`src/rtl/lc3_memaccess_ctrl.sv`:
```
`default_nettype none
// ============================================================================
//  Module   : lc3_memaccess_ctrl
//  Function : LC3 MemAccess-stage sequencer. Runs one LD/LDI/ST/STI per start
//             pulse over a req/ack data-memory bus. Indirect ops chain a
//             pointer read and a second access. A watchdog aborts accesses
//             that are never acknowledged.
//  Revision : 1.0 - initial release
// ============================================================================
module lc3_memaccess_ctrl #(
  parameter int TIMEOUT = 15
) (
  input  logic        clock,
  input  logic        reset,
  input  logic        start,
  input  logic [1:0]  op,
  input  logic [15:0] M_Addr,
  input  logic [15:0] M_Data,
  output logic        busy,
  output logic        done,
  output logic        err,
  output logic [15:0] memout,
  output logic [15:0] DMem_addr,
  output logic [15:0] Dmem_din,
  output logic        DMem_rd,
  output logic        DMem_req,
  input  logic        DMem_ack,
  input  logic [15:0] DMem_dout
);

  localparam logic [1:0] OP_LD  = 2'b00;
  localparam logic [1:0] OP_LDI = 2'b01;
  localparam logic [1:0] OP_ST  = 2'b10;

  // Abort fires on the last allowed request cycle if no ack arrives in it.
  localparam logic [7:0] WD_LAST = 8'(TIMEOUT - 1);

  typedef enum logic [2:0] {
    IDLE = 3'd0,
    ACC1 = 3'd1,
    PTR  = 3'd2,
    ACC2 = 3'd3,
    DONE = 3'd4
  } state_t;

  state_t      state_q, state_d;
  logic [1:0]  op_q, op_d;
  logic [15:0] addr_q, addr_d;
  logic [15:0] din_q, din_d;
  logic        rd_q, rd_d;
  logic [15:0] ptr_q, ptr_d;
  logic [15:0] memout_q, memout_d;
  logic        err_q, err_d;
  logic [7:0]  wd_q, wd_d;

  // Status and request strobes are decoded straight from the state register.
  assign busy      = (state_q != IDLE);
  assign done      = (state_q == DONE);
  assign err       = err_q;
  assign DMem_req  = (state_q == ACC1) || (state_q == ACC2);
  assign DMem_addr = addr_q;
  assign Dmem_din  = din_q;
  assign DMem_rd   = rd_q;
  assign memout    = memout_q;

  // Next-state, bus-register and watchdog computation.
  always_comb begin
    state_d  = state_q;
    op_d     = op_q;
    addr_d   = addr_q;
    din_d    = din_q;
    rd_d     = rd_q;
    ptr_d    = ptr_q;
    memout_d = memout_q;
    err_d    = 1'b0;
    wd_d     = wd_q;

    unique case (state_q)
      IDLE: begin
        if (start) begin
          op_d    = op;
          addr_d  = M_Addr;
          // STI reads its pointer first, so only a plain ST writes in ACC1.
          rd_d    = (op != OP_ST);
          // Store data is captured for both store flavours; loads leave it.
          if (op[1]) din_d = M_Data;
          state_d = ACC1;
        end
      end
      ACC1: begin
        if (DMem_ack) begin
          if (op_q == OP_LD) begin
            memout_d = DMem_dout;
            state_d  = DONE;
          end else if (op_q == OP_ST) begin
            state_d  = DONE;
          end else begin
            ptr_d    = DMem_dout;
            state_d  = PTR;
          end
        end else if (wd_q == WD_LAST) begin
          err_d   = 1'b1;
          state_d = DONE;
        end
      end
      PTR: begin
        // Bus registers switch here so they are settled when req rises again.
        addr_d  = ptr_q;
        rd_d    = (op_q == OP_LDI);
        state_d = ACC2;
      end
      ACC2: begin
        if (DMem_ack) begin
          if (op_q == OP_LDI) memout_d = DMem_dout;
          state_d = DONE;
        end else if (wd_q == WD_LAST) begin
          err_d   = 1'b1;
          state_d = DONE;
        end
      end
      DONE: begin
        state_d = IDLE;
      end
      default: begin
        state_d = IDLE;
      end
    endcase

    if (state_d != state_q) begin
      wd_d = 8'd0;
    end else if (DMem_req && !DMem_ack) begin
      wd_d = wd_q + 8'd1;
    end
  end

  // State and datapath registers with asynchronous active-low reset.
  always_ff @(posedge clock or negedge reset) begin
    if (!reset) begin
      state_q  <= IDLE;
      op_q     <= 2'b00;
      addr_q   <= 16'h0000;
      din_q    <= 16'h0000;
      rd_q     <= 1'b1;
      ptr_q    <= 16'h0000;
      memout_q <= 16'h0000;
      err_q    <= 1'b0;
      wd_q     <= 8'd0;
    end else begin
      state_q  <= state_d;
      op_q     <= op_d;
      addr_q   <= addr_d;
      din_q    <= din_d;
      rd_q     <= rd_d;
      ptr_q    <= ptr_d;
      memout_q <= memout_d;
      err_q    <= err_d;
      wd_q     <= wd_d;
    end
  end

endmodule
`default_nettype wire
```
`config.mk`:
```
export PLATFORM = sky130hd
export DESIGN_NAME = lc3_memaccess_ctrl
export DESIGN_NICKNAME = d
export VERILOG_FILES = /design/src/rtl/lc3_memaccess_ctrl.sv
export SDC_FILE = /design/constraint.sdc
export NUM_CORES = 1
export LEC_CHECK = 0
export ABC_AREA = 1
export CAP_MARGIN = 20
export CORE_MARGIN = 8
export CORE_UTILIZATION = 46
export DETAILED_ROUTE_END_ITERATION = 12
export GPL_TIMING_DRIVEN = 0
export HOLD_SLACK_MARGIN = 0.06
export PLACE_DENSITY = 0.79
export SYNTH_ARGS = -nofsm -noshare
export SYNTH_HDL_FRONTEND = slang
export SYNTH_SLANG_ARGS = --single-unit
```
`constraint.sdc`:
```
create_clock -name clock -period 1.9 [get_ports clock]
set_input_delay 0.38 -clock clock [delete_from_list [all_inputs] [get_ports clock]]
set_output_delay 0.38 -clock clock [all_outputs]
set_load 0.005 [all_outputs]
```
==> summary.txt, run 1 <==
Status
  – Status: finished, final reports clean

Critical path
  – Crit path to: DMem_rd
  – Startpoint types: flip-flop
  – CP peak stage delay: between 0.5 and 0.6 ns
  – Worst path buffer plus inverter count: 1
  – R2r endpoint: Dmem_din[7]$_DFFE_PN0P_
  – Reg2reg setup slack: between 0.15 and 0.2 ns
  – Reg2reg path depth: 8
  – CP Cell Sequence: clkdlybuf4s50_1
  – Critical Path Start: DMem_rd$_DFFE_PN1P_
  – Crit path kind: reg -> out
  – Worst setup EP type: output port
  – CP max stage cell: dfstp_2
  – Top Family by Delay on Critical Path: flip-flops
  – R2r startpoint: state_q[1]$_DFF_PN0_
  – Critical Path AT: around 1.4 ns
  – Cell depth of the worst setup path: 1
  – Worst Path Required: about 1.5 ns
  – Max FO, Critical Path: 2

Logic synthesis
  – Post-Synth Simple-Gate Area: 0.236
  – Mapped Area: approximately 0.0034 mm^2
  – Adder-cell area share of the yosys netlist: 0.00729
  – Main combinational cell family by area after synthesis: simple AND/OR/NAND/NOR gates
  – Mean area per synthesized cell: approximately 11 um^2
  – Xor and xnor area share after synthesis: 0.0128
  – Yosys reg bits: slightly below 80
  – Seq/Total Area, Yosys: 0.576
  – Post-synth cell types: 34
  – Multiplexer share of the synthesized area: 0.0623
  – Compound-gate portion of the synthesized area: 0.0671
  – Syn Inst Count: ~320
  – Synthesis Warnings: 0
  – Syn nets: approximately 380

Global route
  – Antenna violations before repair: 0
  – GRT overflow: 0
  – Pin count of the biggest net entering global routing: 43
  – First-pass GRT wire length: roughly 15,000 um
  – Number of global-route vias before repair: about 3,000
  – GRT Util Overall: 0.180

Finish
  – N_diodes: 0
  – Fillers: between 500 and 600
  – Area delta synth->final: 41.4%
  – Share of post-route cells with drive strength above 1: 0.178
  – Layout net count: 500
  – Finished Core Util: 0.669
  – Cell area after layout: 0.00485 mm^2

Clocking
  – CTS tree: built
  – # H-tree levels: 3
  – Clk buf depth: 2
  – Worst-path clk slew: roughly 0.08 ns
  – CTS root buf: clkbuf_8
  – Clock net sink count: just under 80
  – Total CTS buffers: 9
  – Clock latency on the worst-skew pair: 0.35 ns

Timing
  – Worst-Margin Slew: a little over 0.6 ns
  – RSZ-0062 raised after global routing: false
  – Skew final: approximately 0.0089 ns
  – Final setup margin: between 0.15 and 0.2 ns
  – Final setup viols: 0
  – Final min period: roughly 1.7 ns
  – Fin Setup TNS: 0 ns
  – Slew margin rel.: 0.588
  – Tcrit/Tclk final: 0.920
  – Fmax: about 570 MHz
  – Worst hold slack: approximately 0.47 ns
  – Endpoints failing hold: 0
  – Max Slew Vio Count: 0

Placed design
  – Placed instance area: approximately 0.0046 mm^2
  – Post-DP HPWL: roughly 6700 um
  – RD Place Congestion: roughly 0.79
  – Port buffer count: around 110
  – Place WS: -0.123 ns

Worst hold path
  – Hold Path Class: reg -> reg

Floorplanning
  – Die height: about 100 um
  – Row count: 31
  – Core region area: around 0.0073 mm^2
  – Die Width: 102 um
  – Io pins: approximately 110
  – Initial core utilization: 0.473
  – Die area: roughly 0.010 mm^2

Flow run
  – MaxCap Viol Count: 0

Route
  – Vias per cell: 5.13
  – Routed length per instance: around 17 um
  – Post-DRT Antenna Nets: 0
  – DR iter-0 viols: 101
  – Drc violations: 0
  – Detailed Route WL: ~9100 um
  – Via Count: around 2,800
  – First-pass iteration count of the detailed router: 4

Power and ir drop
  – Pleak: ~2.3 nW
  – PD cells: 1470 mW/mm^2
  – Peak supply drop: 0.000763 V
[per-stage QoR]
| stage | power, mW | instances |
|---|---|---|
| 6_report | 7.15 | 548 |
| 5_1_grt | 7.65 | 548 |
| 4_1_cts | 7.25 | 548 |
| 3_5_place_dp | 6.02 | 529 |
| 3_3_place_gp | 5.92 | 528 |
| 2_1_floorplan | 4.32 | 323 |
[state kept, by name (all words and copies together) (netlist names)]
register   count
Dmem_din      16
op_q           2
memout        16
state_q        3
wd_q           8
err            1
ptr_q         16
DMem_rd        1
DMem_addr     16
[cells in the final DEF (no fill, tap or decap), types with 7 or more instances in the layout]
cell type / count
clkdlybuf4s50_1: 102
nand2_1: 100
inv_1: 11
clkbuf_8: 10
dfrtp_1: 77
nor2_1: 17
nand3b_1: 16
mux2_4: 9
o221a_2: 16
nand3_1: 20
mux2_2: 7
[power by group]
group	total (mW)	internal (mW)	switching (mW)
sequential	2.85	2.42	0.431
clock	1.17	0.528	0.640
combinational	3.13	1.81	1.32
total	7.15	4.76	2.39
[routing by layer]
layer  vias to the layer above  share of wire  global-route usage
met2                       109           0.46               0.293
met1                      1365           0.42               0.219
li1                       1322              -                   -
met4                         0          0.014              0.0722
met5                         -              0                   0
met3                        13          0.096              0.0511
[cells by family (layout without fill, tap and decap cells)]
logic type,Yosys count,in the layout
AO/OA/AOI/OAI,25,25
XOR/XNOR,5,5
multiplexers,16,16
flip-flops,79,79
AND/OR/NAND/NOR,169,169
buffers and inverters,27,153
adder cells (fa/ha/maj),2,2
[Yosys cell counts]
master	count	share of area
nor3_2	1	0.0029
or2_2	1	0.0018
nand4_1	1	0.0018
buf_2	5	0.0073
o21bai_1	1	0.0022
mux2_2	7	0.023
nand2_4	3	0.0098
xor2_1	3	0.0077
clkbuf_1	3	0.0033
nand3_4	1	0.0051
o211ai_1	1	0.0022
o221a_2	16	0.052
nand2_2	2	0.0036
nand2_1	100	0.11
nor2_4	1	0.0033
o21ai_0	5	0.0073
dfstp_2	1	0.0077
nor2_1	17	0.019
dfrtp_1	78	0.57
nand3b_1	16	0.035
inv_1	11	0.012
inv_4	1	0.0018
nor3_4	1	0.0047
buf_4	2	0.0044
nand3_2	2	0.0058
xnor2_1	2	0.0051
ha_1	2	0.0073
buf_6	2	0.0066
nand3_1	20	0.029
mux2_4	9	0.039
a21oi_1	2	0.0029
inv_2	3	0.0033
nor2_2	1	0.0018
nor3_1	2	0.0029
[worst min path at each step]
stage / from / endpoint / slack [ns] / depth (start not counted)
final: DMem_rd$_DFFE_PN1P_ / DMem_rd$_DFFE_PN1P_ / 0.47 / 2
after global routing: DMem_rd$_DFFE_PN1P_ / DMem_rd$_DFFE_PN1P_ / 0.51 / 2
after CTS: DMem_rd$_DFFE_PN1P_ / DMem_rd$_DFFE_PN1P_ / 0.47 / 2
after detailed placement: reset / DMem_addr[14]$_DFFE_PN0P_ / 0.38 / 1
after global placement: memout[13]$_DFFE_PN0P_ / memout[13]$_DFFE_PN0P_ / 0.45 / 2
after floorplan: reset / DMem_addr[0]$_DFFE_PN0P_ / 0.08 / 0
[layout make-up]
cell class,instances,area [um^2],area share
flip-flops and latches,79,1980,0.408
multi-input cells,217,1320,0.272
repair buffers,110,1110,0.228
clock buffers,10,138,0.0284
well taps,99,124,0.0255
plain buffers,12,73.8,0.0152
inverters,15,58.8,0.0121
clock inverters,6,50.0,0.0103
[timing repair]
item,in CTS,in global routing
pin swaps,1,0
gates resized for setup,2,2
setup buffers,2,0
setup endpoints to repair,3,2
endpoints found under the hold margin,36,0
hold buffers,1,0
gates cloned,0,0
No activity file was read; power rests on OpenSTA's default activity.
==> run 2, diff against run 1 <==
--- a/config.mk
+++ b/config.mk
@@ -7,7 +7,7 @@
 export LEC_CHECK = 0
 export ABC_AREA = 1
 export CAP_MARGIN = 20
-export CORE_MARGIN = 8
+export CORE_MARGIN = 4
 export CORE_UTILIZATION = 46
 export DETAILED_ROUTE_END_ITERATION = 12
 export GPL_TIMING_DRIVEN = 0
==> run 2 against run 1 <==
  * Routed wire length is 4.1% lower
  * Highest routed layer unchanged
  * Cell count is 0.18% lower
  * Sequential share of layout area is 0.30 points lower
  * Setup slack better by 0.0085 ns
==> summary.txt, run 2 (synthesized netlist as in run 1, its figures left out) <==
Status
  – Status: finished, final reports clean

Power and ir drop
  – Combinational power share: 0.421
  – Clock network power share: 0.188
  – Peak supply drop: roughly 0.00070 V
  – Internal: roughly 5 mW
  – Seq pwr share: 0.391
  – PD cells: between 1500 and 2000 mW/mm^2
  – NetSw: between 2 and 2.5 mW
  – Switching Share: 0.319
  – Pleak: roughly 2.3 nW

Global route
  – GRT Util Overall: 0.208
  – Number of global-route vias before repair: approximately 2,900
  – Antenna violations before repair: 0
  – GRT overflow: 0
  – Pin count of the biggest net entering global routing: 56
  – First-pass GRT wire length: around 14,000 um

Placed design
  – RD Place Congestion: approximately 0.84
  – Port buffer count: about 110
  – Post-DP HPWL: 6440 um
  – Placed instance area: 0.00464 mm^2

Clocking
  – Clock latency on the worst-skew pair: approximately 0.35 ns
  – Clock net sink count: 79
  – CTS root buf: clkbuf_8
  – Clk buf depth: 2
  – CTS tree: built
  – Total CTS buffers: 9
  – Worst-path clk slew: ~0.08 ns
  – # H-tree levels: 3

Route
  – Drc violations: 0
  – Detailed Route WL: between 8000 and 9000 um
  – First-pass iteration count of the detailed router: 4
  – Vias per cell: between 5 and 6
  – Post-DRT Antenna Nets: 0
  – DR iter-0 viols: 165
  – Via Count: 2,809
  – Routed length per instance: around 16 um

Critical path
  – R2r startpoint: state_q[1]$_DFF_PN0_
  – Worst path buffer plus inverter count: 1
  – Worst Path Required: approximately 1.5 ns
  – R2r endpoint: Dmem_din[9]$_DFFE_PN0P_
  – Crit path kind: reg -> out
  – Reg2reg path depth: 7
  – Startpoint types: flip-flop
  – CP peak stage delay: 0.53 ns
  – CP Cell Sequence: clkdlybuf4s50_1
  – Max FO, Critical Path: 2
  – CP max stage cell: dfstp_2
  – Critical Path AT: approximately 1.4 ns
  – Top Family by Delay on Critical Path: flip-flops
  – Worst setup EP type: output port
  – Reg2reg setup slack: roughly 0.22 ns

Worst hold path
  – Worst Hold Launch: DMem_rd$_DFFE_PN1P_
  – Hold Path Class: reg -> reg
  – Hold Path Sink: DMem_rd$_DFFE_PN1P_
  – Hold Path Cell Cnt: 2

Floorplanning
  – Io pins: about 110
  – Initial core utilization: 0.473
  – Die height: about 94 um
  – Core region area: 0.00725 mm^2
  – Die area: 0.00891 mm^2
  – Die Width: between 90 and 100 um
  – Row count: 31

Flow run
  – MaxCap Viol Count: 0

Finish
  – Layout net count: 499
  – Cell area after layout: ~0.0049 mm^2
  – Most common cell after layout, fill and taps aside: clkdlybuf4s50_1
  – Fillers: between 500 and 600
  – Commonest cells after routing, fill and taps aside: clkdlybuf4s50_1, nand2_1, dfrtp_1
  – Share of post-route cells with drive strength above 1: 0.176
  – N_diodes: 0
  – Area delta synth->final: 42.5%

Timing
  – Fmax: ~580 MHz
  – RSZ-0062 raised after global routing: false
  – Final min period: 1.74 ns
  – Worst-Margin Slew: 0.583 ns
  – Final setup viols: 0
  – Max Slew Vio Count: 0
  – Slew margin rel.: 0.611
  – Tcrit/Tclk final: 0.915
  – Fin Setup TNS: 0 ns
  – Endpoints failing hold: 0
  – Skew final: between 0.01 and 0.015 ns
[run 2: power by group through the flow]
| stage | Clock, mW | Sequential, mW | Combinational, mW |
|---|---|---|---|
| after detailed placement | 0 | 2.87 | 3.13 |
| after global placement | 0 | 2.85 | 3.03 |
| after global routing | 1.48 | 2.96 | 3.41 |
| after floorplan | 0 | 2.84 | 1.48 |
| final | 1.38 | 2.87 | 3.09 |
| after CTS | 1.40 | 2.86 | 3.16 |
[run 2: area by class of cell]
type	instances	area [um^2]	area share
buffer	11	68.8	0.0141
clock buffer	11	141	0.0289
clock inverter	5	81.3	0.0166
inverter	15	58.8	0.0120
multi-input combinational	217	1320	0.270
sequential	79	1980	0.405
tap	99	124	0.0253
timing repair buffer	110	1110	0.228
[run 2: worst reg2reg max path, delay by kind of cell, from the launching register on]
kind          cells  cell delay, ns
mux               1            0.30
simple gates      3            0.35
buf+inv           3            0.45
flops             1            0.48
[run 2: repair_timing]
item                                    CTS  global route
buffers inserted                          1             1
hold buffers                              1             0
cloned                                    0             0
pin swaps                                 0             1
hold endpoints to repair                 23             0
endpoints found under the setup margin    2             2
gates resized for setup                   2             3
[run 2: metal layers]
metal  routed length (um)  global-route usage  share of wire
met3                  813              0.0725          0.093
met1                 3520               0.259           0.40
met2                 4210               0.339           0.48
met5                    0                   0              0
met4                  182              0.0698          0.021
[run 2: metrics by stage]
| stage | instances | hold WS [ns] | worst slack, ns | total power, mW | util |
|---|---|---|---|---|---|
| 2_1_floorplan | 323 | 0.0844 | 0.458 | 4.32 | - |
| 3_3_place_gp | 528 | 0.454 | -2.28 | 5.88 | 0.637 |
| 3_5_place_dp | 529 | 0.316 | -0.0781 | 6.00 | 0.640 |
| 4_1_cts | 547 | 0.476 | 0.0145 | 7.42 | 0.673 |
| 5_1_grt | 547 | 0.499 | 0.112 | 7.86 | 0.674 |
| 6_report | 547 | 0.471 | 0.161 | 7.34 | 0.674 |
[run 2: worst max path at each step]
stage                          from                       end  slack (ns)  cells after the start
2_1_floorplan  state_q[1]$_DFF_PN0_  Dmem_din[10]$_DFFE_PN0P_        0.46                      7
5_1_grt        state_q[2]$_DFF_PN0_                      done        0.11                      4
3_5_place_dp               DMem_ack      state_q[1]$_DFF_PN0_       -0.08                      6
6_report        DMem_rd$_DFFE_PN1P_                   DMem_rd        0.16                      1
4_1_cts        state_q[1]$_DFF_PN0_                      busy        0.01                      4
3_3_place_gp                  reset  Dmem_din[12]$_DFFE_PN0P_       -2.28                      1
